==> src/rtl/pattern_detector.sv <==
// -----------------------------------------------------------------------------
// pattern_detector
//
// Serial bit-pattern detector with a programmable LEN-bit pattern, a per-bit
// don't-care mask, overlapping/non-overlapping match mode, sample
// qualification and a saturating match counter.
//
// Parameters
//   LEN    pattern length in bits (2..16)
//   CNT_W  width of the match counter
//
// Ports
//   clk        clock, rising edge
//   rst        asynchronous active-low reset
//   en         sample qualifier; `in` is consumed only when en=1
//   in         serial data bit
//   pat        pattern; pat[LEN-1] is the oldest bit, pat[0] the newest
//   mask       per-bit compare enable (1 = compare, 0 = don't care)
//   overlap    1 = overlapping matches, 0 = restart window after a match
//   clr_cnt    synchronous clear of match_cnt (wins over a simultaneous hit)
//   match      registered one-cycle pulse per detected match
//   filled     history holds LEN valid samples in the current window
//   match_cnt  saturating count of matches
// -----------------------------------------------------------------------------
module pattern_detector #(
    parameter int LEN   = 4,
    parameter int CNT_W = 8
) (
    input  logic             clk,
    input  logic             rst,
    input  logic             en,
    input  logic             in,
    input  logic [LEN-1:0]   pat,
    input  logic [LEN-1:0]   mask,
    input  logic             overlap,
    input  logic             clr_cnt,
    output logic             match,
    output logic             filled,
    output logic [CNT_W-1:0] match_cnt
);

    localparam int             FILL_W  = $clog2(LEN + 1);
    localparam logic [FILL_W-1:0] FILL_FULL = FILL_W'(LEN);
    localparam logic [CNT_W-1:0]  CNT_MAX   = {CNT_W{1'b1}};

    // Masked compare of a history window against the pattern.
    function automatic logic window_hit(
        input logic [LEN-1:0] h,
        input logic [LEN-1:0] p,
        input logic [LEN-1:0] m
    );
        return (((h ^ p) & m) == {LEN{1'b0}});
    endfunction

    logic [LEN-1:0]    hist_r;
    logic [FILL_W-1:0] fill_r;
    logic              match_r;
    logic [CNT_W-1:0]  cnt_r;

    logic [LEN-1:0]    nh_s;
    logic [FILL_W-1:0] nf_s;
    logic              hit_s;

    // Candidate history/fill for this edge and the qualified hit decision.
    always_comb begin
        nh_s  = {hist_r[LEN-2:0], in};
        nf_s  = fill_r;
        hit_s = 1'b0;
        if (fill_r == FILL_FULL) begin
            nf_s = FILL_FULL;
        end else begin
            nf_s = fill_r + {{(FILL_W-1){1'b0}}, 1'b1};
        end
        // Requiring a full window keeps reset-state zeros from ever matching.
        if (en && (nf_s == FILL_FULL)) begin
            hit_s = window_hit(nh_s, pat, mask);
        end else begin
            hit_s = 1'b0;
        end
    end

    // History and fill advance only on qualified samples; a non-overlapping
    // hit restarts the window on the hit edge itself.
    always_ff @(posedge clk or negedge rst) begin
        if (!rst) begin
            hist_r <= {LEN{1'b0}};
            fill_r <= {FILL_W{1'b0}};
        end else if (en) begin
            hist_r <= nh_s;
            if (hit_s && !overlap) begin
                fill_r <= {FILL_W{1'b0}};
            end else begin
                fill_r <= nf_s;
            end
        end else begin
            hist_r <= hist_r;
            fill_r <= fill_r;
        end
    end

    // One-cycle match pulse register.
    always_ff @(posedge clk or negedge rst) begin
        if (!rst) begin
            match_r <= 1'b0;
        end else begin
            match_r <= hit_s;
        end
    end

    // Saturating match counter; clear takes priority over a hit.
    always_ff @(posedge clk or negedge rst) begin
        if (!rst) begin
            cnt_r <= {CNT_W{1'b0}};
        end else if (clr_cnt) begin
            cnt_r <= {CNT_W{1'b0}};
        end else if (hit_s && (cnt_r != CNT_MAX)) begin
            cnt_r <= cnt_r + {{(CNT_W-1){1'b0}}, 1'b1};
        end else begin
            cnt_r <= cnt_r;
        end
    end

    assign match     = match_r;
    assign match_cnt = cnt_r;
    assign filled    = (fill_r == FILL_FULL);

endmodule

==> config.mk <==
export PLATFORM = sky130hd
export DESIGN_NAME = pattern_detector
export DESIGN_NICKNAME = d
export VERILOG_FILES = /design/src/rtl/pattern_detector.sv
export SDC_FILE = /design/constraint.sdc
export NUM_CORES = 1
export LEC_CHECK = 0
export CAP_MARGIN = 20
export CORE_AREA = 2 2 45 47
export CTS_BUF_LIST = sky130_fd_sc_hd__clkbuf_2
export DETAILED_ROUTE_END_ITERATION = 10
export DIE_AREA = 0 0 47 49
export GPL_TIMING_DRIVEN = 1
export PLACE_DENSITY = 0.86
export SLEW_MARGIN = 20
export SYNTH_ARGS = -nofsm -noshare
export SYNTH_HDL_FRONTEND = slang
export SYNTH_SLANG_ARGS = --single-unit
==> constraint.sdc <==
create_clock -name clk -period 2.45 [get_ports clk]
set_clock_uncertainty 0.05 [all_clocks]
set_input_delay 0.3675 -clock clk [delete_from_list [all_inputs] [get_ports clk]]
set_output_delay 0.3675 -clock clk [all_outputs]
set_load 0.02 [all_outputs]
==> impl_metrics.ini, run 1 <==
[clock_tree]
cts_buffers = 3
hold_buffers = 0
root_buffer = clkbuf_2
clk_path_buf_depth = 2
clkTransAtPathRegs_ns = 0.15
clock_latency_ns = 0.29
cts_resized = 0
cts_setup_buffers = 0
numClockSinks = 15
h-tree-depth = 1
cts_tree = done

[die]
core_area_sq_um = 1840
start_util_pct = 44.4
die_w_um = 47
rows = 16
die-area_sq_um = 2300
die_h_um = 49
boundaryPins = 24

[worst_setup_path]
endpoint_kind = output pin
crit_chain = inv_1, ha_1, nand2_1, inv_1, clkdlybuf4s50_1
cp-start-kind = flop
crit_fanout = 4
path_delay_family = buffers and inverters
crit_path_frequent_cell = inv_1
cp.required_ns = 2.03
slowest_stage = clkdlybuf4s50_1
max_stage_delay_ns = 0.59
critPathKind = reg2out
critPathBufInv = 3
cp.arrival_ns = 1.80

[timing]
maxSlewViolCount = 0
layout_min_cycle_time_ns = 2.21
max_freq_mhz = 452
relSlewSlack_pct = 55.4
fin_ws_ns = 0.236
final-setup-viol-count = 0
fin_crit_sh_pct = 90.3
tightest_slew_ns = 0.667
final.setup.tns_ns = 0
grt_setup_unrepaired = no
finalHoldViolations = 0

[detailed_routing]
drt-pass1-iter-count = 4
drtIter0Drc = 21
wl_per_cell_um = 12.6
drt-vias-per-instance = 5.36
routed_wl_um = 1710
drc = 0
ant_nets = 0
vias = 723

[logic_synthesis]
synth_seq_cells = 15
netlist_instances = 81
synth-edff-count = 0
syn_area_sq_um = 818
avgSynthCellArea_sq_um = 10.1
synth_async_sr_flop_share_pct = 100
synthFlopType = dfrtp_1
syn_nets = 98
yosys.cell_types.count = 30
yosysWarnings = 0
seq_area_frac_synth_pct = 45.9

[final_layout]
fin_util_pct = 60.3
fin_cells = 135
stdcell_area_sq_um = 1110
final_layout_size_suffix_gt1_share_pct = 13.0
areaGrowthSynthToFinish_pct = 35.8
nFillCells = 167
diodes = 0
nets = 126

[pwr]
ir_drop_mv = 0.379
p_leak_uw = 0.000463
power-per-cell-area_nw_per_um2 = 637

[global_routing]
grt_max_degree = 16
grt_pass1_wl_um = 2810
antenna_found_initial = 0
grt_pass1_vias = 680
grt_overflow = 0
grt_usage_pct = 16.3

[placed_design]
place_area_sq_um = 1090
place_inst = 131
gp_congestion = 0.839
portBuffers = 23
dp_hpwl_um = 1230
dpl_worst_slack_ns = 0.0887

[worst_hold_path]
hp-class = in2async

[run]
cap_violations = 0

[outcome]
status = finished, final reports clean
==> placed cells by master, fill, tap and decap left out <==
cell type         n
nand2_1           5
nand4_1           1
a21oi_1           9
clkbuf_2          4
nor2b_1           1
ha_1              3
o41ai_1           1
nor2_1            2
dfrtp_1          15
and4_1            1
a22oi_1           1
o31ai_1           3
xor2_1            4
nand3_1           3
and2_1            1
o22ai_1           1
nand3b_1          1
nor4_1            1
buf_4             3
mux2_2            4
clkdlybuf4s50_1  23
inv_1             6
a221oi_2          1
xnor2_1           1
nor3_1            1
and4b_1           1
o31ai_2           1
nand3_2           1
or3_1             2
o21ai_0           4
or4_1             3
==> routing by layer <==
layer | track usage [%] | up-vias | part of all wire [%]
met5 | 0 | - | 0
met4 | 5.56 | 0 | 1.1
met3 | 2.22 | 3 | 4.5
met2 | 27.4 | 27 | 51
met1 | 20.8 | 340 | 43
li1 | - | 353 | -
==> path summary, 6_finish.rpt <==
path	from	endpoint	slack, ns	depth (start not counted)
max	fill_r[0]	filled	0.24	5
min	rst	hist_r[2]	0.41	1
max reg2reg	fill_r[0]	match_cnt[5]	0.31	6
min reg2reg	hist_r[2]	hist_r[2]	0.51	1
max in group asynchronous	rst	match_cnt[0]	1.51	1
min in group clk	hist_r[2]	hist_r[2]	0.51	1
==> Yosys cell counts, drive strengths merged, types with 2 or more instances <==
master,n,area [sq um]
dfrtp,15,375
a21oi,9,45.0
inv,6,22.5
nand2,5,18.8
mux2,4,45.0
nand3,4,25.0
o21ai,4,20.0
o31ai,4,35.0
xor2,4,35.0
buf,3,13.8
ha,3,37.5
or4,3,22.5
nor2,2,7.51
or3,2,12.5
==> registers in the layout (all words and copies together), names as in the netlist <==
signal and flops:
match_cnt 8, hist_r 3, fill_r 3, match 1
==> cell families after synthesis <==
group	after synthesis	share of synthesized area [%]
AO/OA/AOI/OAI	21	16.8
XOR/XNOR	5	5.35
adder cells (fa/ha/maj)	3	4.59
buffers and inverters	9	4.43
flip-flops	15	45.9
multiplexers	4	5.50
AND/OR/NAND/NOR	24	17.4
==> per-stage QoR <==
stage	total power (uW)	hold WS, ns
finish	708	0.408
global route	756	0.466
CTS	712	0.424
detailed placement	588	0.474
global placement	575	0.469
floorplan	489	0.0219
==> final cells by class <==
cell class	instances	area, sq um	area share [%]
Clock buffer	4	20.0	1.80
Tap cell	27	33.8	3.04
Inverter	6	22.5	2.03
Multi-Input combinational cell	57	407	36.6
Timing Repair Buffer	26	253	22.7
Sequential cell	15	375	33.8
==> where the power goes <==
group / switching (uW) / total [uW] / internal, uW
clock: 81.2 / 124 / 43.3
combinational: 141 / 268 / 127
sequential: 30.7 / 316 / 285
No activity file was read; power rests on OpenSTA's default activity.
==> run 2: changes to the inputs <==
--- a/config.mk
+++ b/config.mk
@@ -8,6 +8,7 @@
 export CAP_MARGIN = 20
 export CORE_AREA = 2 2 45 47
 export CTS_BUF_LIST = sky130_fd_sc_hd__clkbuf_2
+export CTS_CLUSTER_SIZE = 40
 export DETAILED_ROUTE_END_ITERATION = 10
 export DIE_AREA = 0 0 47 49
 export GPL_TIMING_DRIVEN = 1
==> constraint.sdc (replaced) <==
create_clock -name clk -period 2.45 [get_ports clk]
set_clock_uncertainty 0.05 [all_clocks]
set_input_delay 0.3675 -clock clk [delete_from_list [all_inputs] [get_ports clk]]
set_output_delay 0.3675 -clock clk [all_outputs]
set_load 0.01 [all_outputs]
==> results of run 2 <==
The final DEF is identical to that of run 1. Status: finished, final reports clean.
Main changes from that run: setup slack after layout 0.236 ns -> 0.304 ns; total power 708 uW -> 696 uW; worst IR drop on VDD 0.379 mV -> 0.378 mV
==> run 3: changes to the inputs <==
--- a/config.mk
+++ b/config.mk
@@ -13,6 +13,7 @@
 export DIE_AREA = 0 0 47 49
 export GPL_TIMING_DRIVEN = 1
 export PLACE_DENSITY = 0.86
+export REMOVE_ABC_BUFFERS = 1
 export SLEW_MARGIN = 20
 export SYNTH_ARGS = -nofsm -noshare
 export SYNTH_HDL_FRONTEND = slang
==> impl_metrics.ini, run 3 (synthesis results as in run 1) <==
[final_layout]
largest_reg_flops = 8
fin_util_pct = 59.5
areaGrowthSynthToFinish_pct = 33.9
nets = 124
register_area_sq_um = 375
final_layout_size_suffix_gt1_share_pct = 11.3
fin_cells = 133
layout_commonest_cell = clkdlybuf4s50_1
multiInputGateArea_sq_um = 407
layout_common_cells = 23 x clkdlybuf4s50_1, 15 x dfrtp_1, 9 x a21oi_1
nFillCells = 165
diodes = 0

[placed_design]
place_inst = 129
dpl_worst_slack_ns = 0.00877
portBuffers = 23
dp_hpwl_um = 1400
gp_congestion = 0.790

[timing]
layout_min_cycle_time_ns = 2.21
fin_ws_ns = 0.235
max_freq_mhz = 451
grt_setup_unrepaired = no
final-setup-viol-count = 0
final.setup.tns_ns = 0
tightest_slew_ns = 0.667
finalHoldViolations = 0
fin_crit_sh_pct = 90.4
maxSlewViolCount = 0
relSlewSlack_pct = 55.4

[die]
die-area_sq_um = 2300
rows = 16
start_util_pct = 44.4
die_h_um = 49
core_area_sq_um = 1840
boundaryPins = 24
die_w_um = 47

[clock_tree]
clk_path_buf_depth = 2
cts_resized = 0
cts_setup_buffers = 0
root_buffer = clkbuf_2
clkTransAtPathRegs_ns = 0.14
hold_buffers = 0
cts_buffers = 3
numClockSinks = 15
clock_latency_ns = 0.29
h-tree-depth = 1
cts_tree = done

[pwr]
p_sw_uw = 239
p_leak_uw = 0.000455
p_seq_share_pct = 45.7
ir_drop_mv = 0.351
power-per-cell-area_nw_per_um2 = 628
p_sw_share_pct = 34.8
p_int_uw = 449
pwr-share-comb_pct = 36.5
clockPowerShare_pct = 17.8

[global_routing]
grt_max_degree = 16
grt_pass1_wl_um = 2970
grt_usage_pct = 17.5
antenna_found_initial = 0
grt_overflow = 0
grt_pass1_vias = 734

[worst_hold_path]
hp-class = in2async

[worst_setup_path]
endpoint_kind = flop
cp.arrival_ns = 2.36
crit_fanout = 14
critPathKind = reg2reg
cp-start-kind = flop
cp.required_ns = 2.59

[detailed_routing]
drt-vias-per-instance = 5.68
drt-pass1-iter-count = 4
ant_nets = 0
drc = 0
wl_per_cell_um = 13.9
routed_wl_um = 1850
drtIter0Drc = 9
vias = 756

[run]
cap_violations = 0

[outcome]
status = finished, final reports clean
-- run 3: cell types whose count changed in the layout (fill, tap and decap cells not counted), sizes merged --
| cell | before | now |
|---|---|---|
| buf | 3 | 1 |
-- run 3: through the flow --
| step | total power (uW) | hold WS (ns) | instance area, sq um |
|---|---|---|---|
| floorplan | 471 | 0.0219 | 805 |
| global placement | 554 | 0.466 | 1080 |
| detailed placement | 574 | 0.476 | 1080 |
| CTS | 694 | 0.435 | 1100 |
| global route | 736 | 0.483 | 1100 |
| finish | 688 | 0.416 | 1100 |
-- run 3: power groups by stage --
stage	clock network [uW]	registers [uW]	logic, uW
2_1_floorplan	0	316	155
3_3_place_gp	0	316	238
3_5_place_dp	0	320	254
4_1_cts	125	315	254
5_1_grt	136	319	281
6_report	122	314	251
-- run 3: path summary, 6_finish.rpt --
check	end	cells after the start	startpoint	slack [ns]
min reg2reg	hist_r[2]	1	hist_r[2]	0.50
min	match_cnt[1]	1	rst	0.42
max in group asynchronous	match	1	rst	1.52
max	match_cnt[5]	6	fill_r[0]	0.24
max reg2reg	match_cnt[5]	6	fill_r[0]	0.24
min in group clk	hist_r[2]	1	hist_r[2]	0.50
-- run 3: worst max-delay path, cell delays in order, from the launching register on --
cell	delay, ns
dfrtp_1	0.40
inv_1	0.12
ha_1	0.27
o31ai_2	0.26
nand3_2	0.27
nor4_1	0.38
mux2_2	0.37
-- run 3: routing by layer --
layer	GRT usage [%]	vias up	routed length, um
met5	0	-	0
met4	6.94	0	38
met3	3.70	5	141
met2	28.3	39	928
met1	21.9	367	737
li1	-	345	-
-- run 3: layout make-up --
| class | count | share of cell area [%] |
|---|---|---|
| Inverter | 6 | 2.05 |
| Tap cell | 27 | 3.08 |
| Sequential cell | 15 | 34.2 |
| Timing Repair Buffer | 24 | 21.7 |
| Clock buffer | 4 | 1.83 |
| Multi-Input combinational cell | 57 | 37.1 |
